==> config.mk <==
export PLATFORM = sky130hd
export DESIGN_NAME = csr_arbiter
export DESIGN_NICKNAME = d
export VERILOG_FILES = /design/src/rtl/csr_arbiter.sv
export SDC_FILE = /design/constraint.sdc
export NUM_CORES = 1
export LEC_CHECK = 0
export CELL_PAD_IN_SITES_DETAIL_PLACEMENT = 0
export CELL_PAD_IN_SITES_GLOBAL_PLACEMENT = 1
export CORE_MARGIN = 1
export CORE_UTILIZATION = 30
export CTS_CLUSTER_DIAMETER = 40
export DETAILED_ROUTE_END_ITERATION = 16
export HOLD_SLACK_MARGIN = 0.02
export PLACE_DENSITY = 0.89
export SYNTH_ARGS = -nofsm -noshare
export SYNTH_HDL_FRONTEND = slang
export SYNTH_SLANG_ARGS = --single-unit
==> constraint.sdc <==
create_clock -name clk_i -period 1.7 [get_ports clk_i]
set_input_delay 0.425 -clock clk_i [delete_from_list [all_inputs] [get_ports clk_i]]
set_output_delay 0.425 -clock clk_i [all_outputs]
set_load 0.05 [all_outputs]
==> src/rtl/csr_arbiter.sv <==
// Two-requester round-robin arbiter in front of a single CSR port.
// Writes hold write_en_o for WR_HOLD cycles followed by a WR_GAP quiet gap. Reads hold read_en_o
// for RD_HOLD cycles, then spend one cycle capturing read_data_i.
module csr_arbiter #(
  parameter int unsigned ADDR_WIDTH = 7,
  parameter int unsigned DATA_WIDTH = 8,
  parameter int unsigned WR_HOLD    = 4,
  parameter int unsigned WR_GAP     = 4,
  parameter int unsigned RD_HOLD    = 2
) (
  input  logic                  clk_i,
  input  logic                  rst_n,
  input  logic                  r0_valid_i,
  input  logic                  r1_valid_i,
  input  logic                  r0_we_i,
  input  logic                  r1_we_i,
  input  logic [ADDR_WIDTH-1:0] r0_addr_i,
  input  logic [ADDR_WIDTH-1:0] r1_addr_i,
  input  logic [DATA_WIDTH-1:0] r0_wdata_i,
  input  logic [DATA_WIDTH-1:0] r1_wdata_i,
  output logic                  r0_done_o,
  output logic                  r1_done_o,
  output logic [DATA_WIDTH-1:0] rdata_o,
  output logic [ADDR_WIDTH-1:0] addr_o,
  output logic [DATA_WIDTH-1:0] write_data_o,
  output logic                  write_en_o,
  output logic                  read_en_o,
  input  logic [DATA_WIDTH-1:0] read_data_i,
  output logic                  busy_o
);

  localparam int unsigned MaxHold =
      (WR_HOLD > WR_GAP) ? ((WR_HOLD > RD_HOLD) ? WR_HOLD : RD_HOLD)
                         : ((WR_GAP > RD_HOLD) ? WR_GAP : RD_HOLD);
  localparam int unsigned CntW = $clog2(MaxHold + 1);

  localparam logic [CntW-1:0] WrLast  = CntW'(WR_HOLD - 1);
  localparam logic [CntW-1:0] GapLast = CntW'(WR_GAP - 1);
  localparam logic [CntW-1:0] RdLast  = CntW'(RD_HOLD - 1);

  typedef enum logic [2:0] {StIdle, StWrite, StWgap, StRead, StRcap} state_e;

  state_e                state_q, state_d;
  logic [CntW-1:0]       cnt_q, cnt_d;
  logic                  gnt_q, gnt_d;
  logic                  last_q, last_d;
  logic                  we_q, we_d;
  logic [ADDR_WIDTH-1:0] addr_q, addr_d;
  logic [DATA_WIDTH-1:0] wdata_q, wdata_d;
  logic [DATA_WIDTH-1:0] rdata_q, rdata_d;
  logic                  done;

  always_ff @(posedge clk_i) begin
    if (!rst_n) begin
      state_q <= StIdle;
      cnt_q   <= '0;
      gnt_q   <= 1'b0;
      last_q  <= 1'b1;  // pretend r1 won last so r0 takes the first tie
      we_q    <= 1'b0;
      addr_q  <= '0;
      wdata_q <= '0;
      rdata_q <= '0;
    end else begin
      state_q <= state_d;
      cnt_q   <= cnt_d;
      gnt_q   <= gnt_d;
      last_q  <= last_d;
      we_q    <= we_d;
      addr_q  <= addr_d;
      wdata_q <= wdata_d;
      rdata_q <= rdata_d;
    end
  end

  always_comb begin
    state_d = state_q;
    cnt_d   = cnt_q + CntW'(1);
    gnt_d   = gnt_q;
    last_d  = last_q;
    we_d    = we_q;
    addr_d  = addr_q;
    wdata_d = wdata_q;
    rdata_d = rdata_q;
    unique case (state_q)
      StIdle: begin
        cnt_d = '0;
        if (r0_valid_i || r1_valid_i) begin
          gnt_d   = (r0_valid_i && r1_valid_i) ? ~last_q : r1_valid_i;
          last_d  = gnt_d;
          we_d    = gnt_d ? r1_we_i    : r0_we_i;
          addr_d  = gnt_d ? r1_addr_i  : r0_addr_i;
          wdata_d = gnt_d ? r1_wdata_i : r0_wdata_i;
          state_d = we_d ? StWrite : StRead;
        end
      end
      StWrite: begin
        if (cnt_q == WrLast) begin
          state_d = StWgap;
          cnt_d   = '0;
        end
      end
      StWgap: begin
        if (cnt_q == GapLast) begin
          state_d = StIdle;
          cnt_d   = '0;
        end
      end
      StRead: begin
        if (cnt_q == RdLast) begin
          state_d = StRcap;
          cnt_d   = '0;
        end
      end
      StRcap: begin
        rdata_d = read_data_i;
        state_d = StIdle;
        cnt_d   = '0;
      end
      default: begin
        state_d = StIdle;
        cnt_d   = '0;
      end
    endcase
  end

  always_comb begin
    busy_o       = (state_q != StIdle);
    write_en_o   = (state_q == StWrite);
    read_en_o    = (state_q == StRead);
    done         = ((state_q == StWrite) && (cnt_q == WrLast)) || (state_q == StRcap);
    r0_done_o    = done && !gnt_q;
    r1_done_o    = done && gnt_q;
    // Read data is forwarded in the capture cycle so it is valid alongside done.
    rdata_o      = (state_q == StRcap) ? read_data_i : rdata_q;
    addr_o       = addr_q;
    write_data_o = wdata_q;
  end

endmodule

Yosys cells after proc, flatten, opt, wreduce, memory -nomap -nowiden
Cells that the tools add are included.
- bits in latches: 0
- flip-flop bits (word level): 31
- bits in read-only memories: 0
- logic and storage cells: 45
- input port bits: 44
- memories kept: 0
- output and inout port bits: 28
- memory bits (writable): 0
- div/mod/pow operators: 0
- multiply operators: 0
- reduce and logical (&&, ||, !) cells: 12
- mux-type cells: 14
- bitwise gates (word level): 1
- equality and inequality tests: 10
- shifts and indexed selects: 0
- $add $sub $neg: 1
- $lt $le $gt $ge: 0
- operator list (cell ; count):
    $mux 3 ; 6
    $mux 8 ; 2
    $pmux 3 s4 ; 1
    $eq 3x2->1 const B ; 3
    $mux 7 ; 1
    $eq 3x1->1 const B ; 2
    $pmux 3 s2 ; 1
    $logic_and 1x1->1 ; 4
    $ne 2x1->1 const B ; 2
    $ne 2x2->1 const B ; 2
    $reduce_and 4->1 ; 1
    $add 3x1->3 const B ; 1
    $eq 3x3->1 const B ; 1
    $logic_not 3->1 ; 1
    $reduce_bool 3->1 ; 1
    $logic_or 1x1->1 ; 2
    $mux 1 ; 2
    $mux 2 ; 1
    $reduce_and 2->1 ; 1
    $reduce_or 2->1 ; 1
    $logic_not 1->1 ; 1
    $not 1->1 ; 1

Longest topological paths before layout
Gate-level depths: netlist (run 1).
- depth after elaboration: 6
- depth in mapped cells: 7
- mapped depth without buffers: 6

Worst setup path before layout (run 1)
No wires, ideal clock.
- kind: register -> output
- start: register cnt_q[0]
- end: output r0_done_o
- required time: 1.275 ns
- slack: -0.706 ns
- data arrival time: 1.981 ns
- stages on the path, launching flop included: 5
- buffers on the path: 0
- cell sequence: dfxtp_1 ha_1 ha_1 nand3b_1 a211oi_1
- longest elaborated chain between the ends: 4
- RTL lines (element ; RTL line ; source):
    start: declaration ; 44 ; logic [CntW-1:0] cnt_q, cnt_d;
    start signal: assignment ; 65 ; cnt_q <= cnt_d;
    $eq 3x2->1 ; 130 ; done = ((state_q == StWrite) && (cnt_q == WrLast)) || (state_q == StRcap);
    $logic_and 1x1->1 ; 130 ;
    $logic_or 1x1->1 ; 130 ;
    $logic_and 1x1->1 ; 131 ; r0_done_o = done && !gnt_q;
    end: declaration ; 21 ; output logic r0_done_o,
No other way between the ends.

Worst setup path in the final report (run 1)
- start: register cnt_q[1]
- end: output r1_done_o
- longest elaborated chain between the ends: 4
- RTL lines (element ; RTL line ; source):
    $eq 3x2->1 ; 130 ;
    $logic_and 1x1->1 ; 130 ;
    $logic_or 1x1->1 ; 130 ;
    $logic_and 1x1->1 ; 132 ; r1_done_o = done && gnt_q;
    end: declaration ; 22 ; output logic r1_done_o,
No other way between the ends.

==> results of run 1 <==
flip-flops by register name (all words and copies together), names as in the netlist:
register      cells
cnt_q             3
state_q           3
gnt_q             1
write_data_o      8
last_q            1
addr_o            7
rdata_q           8
final cells by class:
cell class	instances	area (um^2)
timing repair buffer	95	1030
inverter	6	22.5
multi-input combinational	107	960
fill	440	2070
clock buffer	6	82.6
tap	67	83.8
sequential	31	627
clock inverter	1	5.00
Yosys cell counts (2+ instances only):
| library cell | count |
|---|---|
| sky130_fd_sc_hd__dfxtp_1 | 31 |
| sky130_fd_sc_hd__nand2_1 | 19 |
| sky130_fd_sc_hd__mux2i_1 | 15 |
| sky130_fd_sc_hd__o211a_1 | 15 |
| sky130_fd_sc_hd__and2_1 | 11 |
| sky130_fd_sc_hd__mux2_1 | 8 |
| sky130_fd_sc_hd__nor2_1 | 6 |
| sky130_fd_sc_hd__inv_1 | 5 |
| sky130_fd_sc_hd__ha_1 | 4 |
| sky130_fd_sc_hd__a211oi_1 | 3 |
| sky130_fd_sc_hd__buf_4 | 3 |
| sky130_fd_sc_hd__buf_6 | 3 |
| sky130_fd_sc_hd__clkbuf_1 | 3 |
| sky130_fd_sc_hd__o21ai_0 | 3 |
| sky130_fd_sc_hd__a21oi_1 | 2 |
| sky130_fd_sc_hd__buf_2 | 2 |
| sky130_fd_sc_hd__nand2b_1 | 2 |
| sky130_fd_sc_hd__nand3b_1 | 2 |
| sky130_fd_sc_hd__nor2b_1 | 2 |
| sky130_fd_sc_hd__nor3_1 | 2 |
layer usage:
layer	share of wire	wire [um]	up-vias	GRT usage
met5	0	0	-	0
met4	0.0072	29	0	0.0385
met3	0.060	241	4	0.0596
met2	0.52	2080	55	0.259
met1	0.42	1680	685	0.172
li1	-	-	723	-
critical path, cell delays in order, from the launching register on:
cell,delay [ns]
sky130_fd_sc_hd__dfxtp_2,0.35
sky130_fd_sc_hd__ha_4,0.15
sky130_fd_sc_hd__ha_4,0.12
sky130_fd_sc_hd__nand3b_1,0.18
sky130_fd_sc_hd__a211oi_4,0.29
sky130_fd_sc_hd__buf_12,0.17
what timing repair did:
| item | 4_1_cts | 5_1_grt |
|---|---|---|
| gates resized for setup | 34 | 13 |
| setup buffers | 3 | 3 |
| endpoints found under the setup margin | 13 | 32 |
| gates cloned | 0 | 2 |
| pin swaps | 8 | 6 |
through the flow:
step	area [um^2]	instances	hold slack [ns]	total power, mW
2_1_floorplan	1620	156	0.421	2.48
3_3_place_gp	2450	299	0.483	3.19
3_5_place_dp	2450	299	0.489	3.21
4_1_cts	2690	309	0.509	3.96
5_1_grt	2810	313	0.526	4.50
6_report	2810	313	0.504	4.26
how the worst min path moves through the flow:
stage	from	to	slack (ns)
2_1_floorplan	cnt_q[0]	cnt_q[0]	0.42
3_3_place_gp	write_data_o[0]	write_data_o[0]	0.48
3_5_place_dp	addr_o[6]	addr_o[6]	0.49
5_1_grt	write_data_o[7]	write_data_o[7]	0.53
6_report	write_data_o[1]	write_data_o[1]	0.50
4_1_cts	addr_o[5]	addr_o[5]	0.51
cell families (layout without fill, tap and decap cells):
group                      Yosys count  after routing  share of synthesized area
and+or+nand+nor                     51             51                      0.184
muxes                               23             23                      0.154
adders and majority gates            4              4                     0.0320
DFF                                 31             31                      0.397
buffers and inverters               18            108                     0.0737
AOI/OAI and AO/OA                   29             29                      0.159
report_power, final:
group / leakage (nW) / internal, mW / switching (mW) / total (mW)
clock: 0.0470 / 0.317 / 0.272 / 0.589
sequential: 0.256 / 0.929 / 0.128 / 1.06
combinational: 0.979 / 1.22 / 1.39 / 2.62
==> flow_summary.html, run 1 <==
<table>
<tr><th>Metric</th><th>Value</th></tr>
<tr><th colspan="2">STA</th></tr>
<tr><td>Rel. slew slack</td><td>0.808</td></tr>
<tr><td>Peak Freq</td><td>just over 0.5 GHz</td></tr>
<tr><td>Fin. max-slew vios</td><td>0</td></tr>
<tr><td>Final setup fails</td><td>12</td></tr>
<tr><td>Least setup slack across all paths after layout</td><td>-0.270 ns</td></tr>
<tr><td>Final total negative setup slack</td><td>-2.29 ns</td></tr>
<tr><td>RSZ-0062 raised after global routing</td><td>yes</td></tr>
<tr><td>Post-layout minimum cycle time</td><td>a little under 2 ns</td></tr>
<tr><td>Clock Skew</td><td>between 0.008 and 0.009 ns</td></tr>
<tr><td>Transition time at the pin with the least slew margin</td><td>0.289 ns</td></tr>
<tr><td>Post-route fraction of the period consumed by the critical path</td><td>1.16</td></tr>
<tr><td>Final hold violations</td><td>0</td></tr>
<tr><th colspan="2">Floorplan</th></tr>
<tr><td>Number of standard-cell rows in the floorplan</td><td>25</td></tr>
<tr><td>DIE HEIGHT</td><td>between 70 and 80 um</td></tr>
<tr><td>Starting Density</td><td>0.320</td></tr>
<tr><td>Die outline width</td><td>around 74 um</td></tr>
<tr><td>Placeable core region</td><td>just under 0.005 mm^2</td></tr>
<tr><td>Top Ports</td><td>72</td></tr>
<tr><td>Area enclosed by the die boundary</td><td>~0.0055 mm^2</td></tr>
<tr><th colspan="2">Cells and area</th></tr>
<tr><td>Most frequent standard cell in the layout excluding fill and tap cells</td><td>sky130_fd_sc_hd__clkdlybuf4s50_1</td></tr>
<tr><td>Post-layout nets</td><td>294</td></tr>
<tr><td>Fraction of layout cells with a size suffix above 1</td><td>0.378</td></tr>
<tr><td>Antenna diode count</td><td>0</td></tr>
<tr><td>Final Util</td><td>0.576</td></tr>
<tr><td>Commonest cells after routing, fill and taps aside</td><td>sky130_fd_sc_hd__clkdlybuf4s50_1 (43), sky130_fd_sc_hd__buf_4 (29), sky130_fd_sc_hd__dfxtp_1 (26), sky130_fd_sc_hd__nand2_1 (19)</td></tr>
<tr><td>Syn-to-layout area delta</td><td>79.8%</td></tr>
<tr><th colspan="2">CTS</th></tr>
<tr><td>H-tree level count</td><td>2</td></tr>
<tr><td>Clock slew seen by the registers of the worst setup and hold paths</td><td>~0.07 ns</td></tr>
<tr><td>CTS Sinks</td><td>31</td></tr>
<tr><td>Number of hold buffers added after cts</td><td>0</td></tr>
<tr><td>Worst skew pair latency</td><td>between 0.2 and 0.3 ns</td></tr>
<tr><td>Number of buffers created by CTS</td><td>5</td></tr>
<tr><td>TritonCTS clock tree</td><td>built</td></tr>
<tr><td>Clock root cell</td><td>sky130_fd_sc_hd__clkbuf_8</td></tr>
<tr><td>Clock tree buffer depth</td><td>2</td></tr>
<tr><th colspan="2">Critical path</th></tr>
<tr><td>Cell count of the worst reg-to-reg path</td><td>8</td></tr>
<tr><td>Register-to-register path setup slack</td><td>-0.13 ns</td></tr>
<tr><td>Worst R2R End</td><td>cnt_q[1]</td></tr>
<tr><td>Required time of the critical path</td><td>around 1.3 ns</td></tr>
<tr><td>CP Capture Type</td><td>output pin</td></tr>
<tr><td>Critical path destination</td><td>r1_done_o</td></tr>
<tr><td>Data arrival time of the critical path</td><td>roughly 1.5 ns</td></tr>
<tr><td>Biggest fanout along the worst timing path</td><td>2</td></tr>
<tr><td>Worst Setup SP</td><td>cnt_q[1]</td></tr>
<tr><td>Type of origin of the critical path</td><td>flop</td></tr>
<tr><td>Critical path class</td><td>reg -&gt; out</td></tr>
<tr><td>Startpoint of the most critical register-to-register path</td><td>cnt_q[1]</td></tr>
<tr><th colspan="2">Run status</th></tr>
<tr><td>Status</td><td>finished, violations left</td></tr>
<tr><td>Violations in the final reports</td><td>negative setup slack</td></tr>
<tr><th colspan="2">Logic synthesis</th></tr>
<tr><td>Post-synthesis register bit count</td><td>31</td></tr>
<tr><td>Instance count of the mapped netlist</td><td>approximately 160</td></tr>
<tr><td>Seq/Total Area, Yosys</td><td>0.397</td></tr>
<tr><td>Number of synthesis warnings</td><td>0</td></tr>
<tr><td>Synth top area share</td><td>0.397</td></tr>
<tr><td>Mapped Nets</td><td>approximately 200</td></tr>
<tr><td>Leading register cell type out of synthesis</td><td>sky130_fd_sc_hd__dfxtp_1</td></tr>
<tr><td>Cell types with the largest area share after synthesis</td><td>sky130_fd_sc_hd__dfxtp_1 (40%), sky130_fd_sc_hd__mux2i_1 (9.6%), sky130_fd_sc_hd__o211a_1 (9.6%)</td></tr>
<tr><td>Mapped Avg Cell Area</td><td>~10 um^2</td></tr>
<tr><td>Distinct cell type count of the synthesized netlist</td><td>35</td></tr>
<tr><td>Fraction of registers with async set or reset after synthesis</td><td>0</td></tr>
<tr><td>Mapped cell area</td><td>roughly 0.0016 mm^2</td></tr>
<tr><td>Cell taking the most area after synthesis</td><td>sky130_fd_sc_hd__dfxtp_1</td></tr>
<tr><td>Number of enable flip-flop cells after synthesis</td><td>0</td></tr>
<tr><th colspan="2">Power and ir drop</th></tr>
<tr><td>Worst IR Drop VDD</td><td>slightly above 800 uV</td></tr>
<tr><td>Power Dens Cells</td><td>between 1500 and 2000 mW/mm^2</td></tr>
<tr><td>LEAKAGE</td><td>roughly 1.3 nW</td></tr>
<tr><th colspan="2">Drt</th></tr>
<tr><td>Average via count per standard cell</td><td>between 4 and 5</td></tr>
<tr><td>Wirelength per Cell</td><td>around 13 um</td></tr>
<tr><td>Count of TritonRoute iterations in the first routing pass</td><td>4</td></tr>
<tr><td>Remaining design rule violation count</td><td>0</td></tr>
<tr><td>Overall routed net length</td><td>about 4.0 mm</td></tr>
<tr><td>First DRT Iteration DRCs</td><td>between 50 and 60</td></tr>
<tr><td>Via count</td><td>approximately 1500</td></tr>
<tr><td>Remaining number of nets flagged by the antenna check after routing</td><td>0</td></tr>
<tr><th colspan="2">Placed design</th></tr>
<tr><td>Final HPWL DP</td><td>between 2 and 3 mm</td></tr>
<tr><td>Number of port buffers</td><td>slightly above 70</td></tr>
<tr><td>Routability congestion estimate</td><td>0.733</td></tr>
<tr><td>Worst setup timing slack at the placement stage</td><td>-0.117 ns</td></tr>
<tr><th colspan="2">GRT</th></tr>
<tr><td>Initial antenna violation count</td><td>0</td></tr>
<tr><td>Pin count of the biggest net entering global routing</td><td>30</td></tr>
<tr><td>Total congestion overflow</td><td>0</td></tr>
<tr><td>Global-route wire length before repair</td><td>a little over 6 mm</td></tr>
<tr><td>Aggregate global-route resource usage</td><td>0.150</td></tr>
<tr><td>Vias in the first global route</td><td>roughly 1400</td></tr>
<tr><th colspan="2">Min path</th></tr>
<tr><td>Type of the tightest min-delay check</td><td>reg -&gt; reg</td></tr>
<tr><td>Count of cells along the worst hold path</td><td>1</td></tr>
<tr><th colspan="2">Run</th></tr>
<tr><td>Count of max-cap constraint violations</td><td>0</td></tr>
</table>
Note: power is estimated with default switching activity, not from simulation.
==> run 2, diff against run 1 <==
==> constraint.sdc (replaced) <==
create_clock -name clk_i -period 2 [get_ports clk_i]
set_input_delay 0.5 -clock clk_i [delete_from_list [all_inputs] [get_ports clk_i]]
set_output_delay 0.5 -clock clk_i [all_outputs]
set_load 0.05 [all_outputs]
==> run 2 against run 1 <==
  * The flow now finishes without violations
  * Final area is 7.5% lower
  * First-iteration DRC count is 53% lower
  * Combinational power is 29% lower
  * Routed wire length is 9.2% lower
  * Critical path type unchanged
==> flow_summary.html, run 2 (synthesized netlist as in run 1, its figures left out) <==
<table>
<tr><th>Metric</th><th>Value</th></tr>
<tr><th colspan="2">CTS</th></tr>
<tr><td>Worst skew pair latency</td><td>about 0.28 ns</td></tr>
<tr><td>TritonCTS clock tree</td><td>built</td></tr>
<tr><td>Clock root cell</td><td>sky130_fd_sc_hd__clkbuf_8</td></tr>
<tr><td>Number of hold buffers added after cts</td><td>0</td></tr>
<tr><td>CTS Sinks</td><td>31</td></tr>
<tr><td>Clock slew seen by the registers of the worst setup and hold paths</td><td>0.07 ns</td></tr>
<tr><td>Number of buffers created by CTS</td><td>5</td></tr>
<tr><td>Clock tree buffer depth</td><td>2</td></tr>
<tr><td>H-tree level count</td><td>2</td></tr>
<tr><th colspan="2">STA</th></tr>
<tr><td>Clock Skew</td><td>0.00518 ns</td></tr>
<tr><td>Final hold violations</td><td>0</td></tr>
<tr><td>Least setup slack across all paths after layout</td><td>0.00845 ns</td></tr>
<tr><td>Fin. max-slew vios</td><td>0</td></tr>
<tr><td>Peak Freq</td><td>~0.5 GHz</td></tr>
<tr><td>Post-route fraction of the period consumed by the critical path</td><td>0.996</td></tr>
<tr><td>Rel. slew slack</td><td>0.647</td></tr>
<tr><td>Transition time at the pin with the least slew margin</td><td>between 0.5 and 0.6 ns</td></tr>
<tr><td>RSZ-0062 raised after global routing</td><td>yes</td></tr>
<tr><td>Final setup fails</td><td>0</td></tr>
<tr><td>Post-layout minimum cycle time</td><td>~2 ns</td></tr>
<tr><th colspan="2">Min path</th></tr>
<tr><td>Type of the tightest min-delay check</td><td>reg -&gt; reg</td></tr>
<tr><th colspan="2">Power and ir drop</th></tr>
<tr><td>Power Dens Cells</td><td>1300 mW/mm^2</td></tr>
<tr><td>LEAKAGE</td><td>1.17 nW</td></tr>
<tr><td>Cell-internal power</td><td>slightly below 2 mW</td></tr>
<tr><td>Switching Share</td><td>0.418</td></tr>
<tr><td>Worst IR Drop VDD</td><td>a little over 800 uV</td></tr>
<tr><td>Portion of total power attributed to the clock network</td><td>0.190</td></tr>
<tr><td>Combinational share of power</td><td>0.550</td></tr>
<tr><td>Power consumption</td><td>around 3.4 mW</td></tr>
<tr><td>Share of total power in sequential cells</td><td>0.260</td></tr>
<tr><td>Net switching power</td><td>around 1.4 mW</td></tr>
<tr><th colspan="2">Placed design</th></tr>
<tr><td>Number of port buffers</td><td>between 70 and 80</td></tr>
<tr><td>Final HPWL DP</td><td>between 2 and 3 mm</td></tr>
<tr><td>Routability congestion estimate</td><td>~0.75</td></tr>
<tr><td>Worst setup timing slack at the placement stage</td><td>around 0.0023 ns</td></tr>
<tr><th colspan="2">Critical path</th></tr>
<tr><td>Critical path class</td><td>reg -&gt; out</td></tr>
<tr><td>Data arrival time of the critical path</td><td>1.49 ns</td></tr>
<tr><td>Slowest cell on the critical path</td><td>sky130_fd_sc_hd__mux2_2</td></tr>
<tr><td>Biggest fanout along the worst timing path</td><td>8</td></tr>
<tr><td>Max incr delay on CP</td><td>around 0.37 ns</td></tr>
<tr><td>CP Capture Type</td><td>output pin</td></tr>
<tr><td>Series of cell instances along the critical path</td><td>nor2_2 -&gt; and2_4 -&gt; mux2_2 -&gt; buf_6</td></tr>
<tr><td>Required time of the critical path</td><td>1.50 ns</td></tr>
<tr><td>Buf/Inv on CP</td><td>1</td></tr>
<tr><td>Type of origin of the critical path</td><td>flop</td></tr>
<tr><td>Top delay family on crit path</td><td>multiplexers</td></tr>
<tr><th colspan="2">Drt</th></tr>
<tr><td>Wirelength per Cell</td><td>12.1 um</td></tr>
<tr><td>Remaining number of nets flagged by the antenna check after routing</td><td>0</td></tr>
<tr><td>Overall routed net length</td><td>3.66 mm</td></tr>
<tr><td>Average via count per standard cell</td><td>4.58</td></tr>
<tr><td>First DRT Iteration DRCs</td><td>24</td></tr>
<tr><td>Remaining design rule violation count</td><td>0</td></tr>
<tr><td>Via count</td><td>1383</td></tr>
<tr><td>Count of TritonRoute iterations in the first routing pass</td><td>4</td></tr>
<tr><th colspan="2">GRT</th></tr>
<tr><td>Aggregate global-route resource usage</td><td>0.145</td></tr>
<tr><td>Total congestion overflow</td><td>0</td></tr>
<tr><td>Pin count of the biggest net entering global routing</td><td>32</td></tr>
<tr><td>Vias in the first global route</td><td>roughly 1400</td></tr>
<tr><td>Global-route wire length before repair</td><td>between 6 and 7 mm</td></tr>
<tr><td>Initial antenna violation count</td><td>0</td></tr>
<tr><th colspan="2">Cells and area</th></tr>
<tr><td>Most frequent standard cell in the layout excluding fill and tap cells</td><td>sky130_fd_sc_hd__clkdlybuf4s50_1</td></tr>
<tr><td>Syn-to-layout area delta</td><td>66.4%</td></tr>
<tr><td>Post-layout nets</td><td>roughly 280</td></tr>
<tr><td>Final Util</td><td>0.533</td></tr>
<tr><td>Antenna diode count</td><td>0</td></tr>
<tr><td>Fraction of layout cells with a size suffix above 1</td><td>0.247</td></tr>
<tr><td>Filler cells</td><td>approximately 470</td></tr>
<tr><td>Commonest cells after routing, fill and taps aside</td><td>sky130_fd_sc_hd__clkdlybuf4s50_1 (56), sky130_fd_sc_hd__dfxtp_1 (29), sky130_fd_sc_hd__nand2_1 (19), sky130_fd_sc_hd__mux2i_1 (15), sky130_fd_sc_hd__o211a_1 (15)</td></tr>
<tr><th colspan="2">Run</th></tr>
<tr><td>Count of max-cap constraint violations</td><td>0</td></tr>
<tr><th colspan="2">Floorplan</th></tr>
<tr><td>Area enclosed by the die boundary</td><td>~0.0055 mm^2</td></tr>
<tr><td>Placeable core region</td><td>0.00488 mm^2</td></tr>
<tr><td>Top Ports</td><td>72</td></tr>
<tr><td>Number of standard-cell rows in the floorplan</td><td>25</td></tr>
<tr><td>Die outline width</td><td>about 74 um</td></tr>
<tr><td>DIE HEIGHT</td><td>roughly 74 um</td></tr>
<tr><td>Starting Density</td><td>0.320</td></tr>
<tr><th colspan="2">Run status</th></tr>
<tr><td>Status</td><td>finished clean</td></tr>
</table>
run 2: cell types whose count changed in the layout (fill, tap and decap cells not counted), sizes merged:
cell,change
buf,-23
bufinv,+1
clkbuf,-2
clkdlybuf4s50,+13
run 2: what timing repair did:
action                                  CTS  global route
resized for setup                        16            13
pin swaps                                 3             3
buffers inserted                          3             0
endpoints found under the setup margin   10            10
gates cloned                              0             0
run 2: cell type report:
class                           instances  area [um^2]  share of cell area
Multi-Input combinational cell        107          882               0.339
Timing Repair Buffer                   83          868               0.334
Sequential cell                        31          626               0.241
Tap cell                               67         83.8              0.0322
Clock buffer                            6         82.6              0.0318
Clock inverter                          2         35.0              0.0135
Inverter                                6         22.5             0.00866
run 2: per-layer routing:
layer,track usage,wire (um)
met2,0.245,1820
met4,0.0641,32
met5,0,0
met3,0.0447,224
met1,0.167,1590
run 2: metrics by stage:
step | hold WS (ns) | cell area [um^2] | instances | setup TNS [ns]
floorplan | 0.421 | 1570 | 156 | -0.117
global placement | 0.430 | 2380 | 291 | 0
detailed placement | 0.443 | 2380 | 291 | 0
CTS | 0.501 | 2580 | 302 | -0.0291
global route | 0.522 | 2600 | 302 | -0.317
finish | 0.497 | 2600 | 302 | 0
run 2: path summary, 6_finish.rpt:
check                                startpoint         endpoint  slack (ns)  depth (start not counted)
worst max-delay path                 state_q[1]       rdata_o[0]       0.008                          4
worst min-delay path            write_data_o[0]  write_data_o[0]        0.50                          1
worst max register to register         cnt_q[0]         cnt_q[1]        0.28                          7
worst min register to register  write_data_o[0]  write_data_o[0]        0.50                          1
run 2: power by group through the flow:
stage	combinational (mW)	clock [mW]	sequential, mW
after global placement	1.81	0	0.876
after global routing	1.96	0.683	0.895
after CTS	1.86	0.655	0.876
after floorplan	0.813	0	1.27
final	1.85	0.639	0.877
after detailed placement	1.82	0	0.877
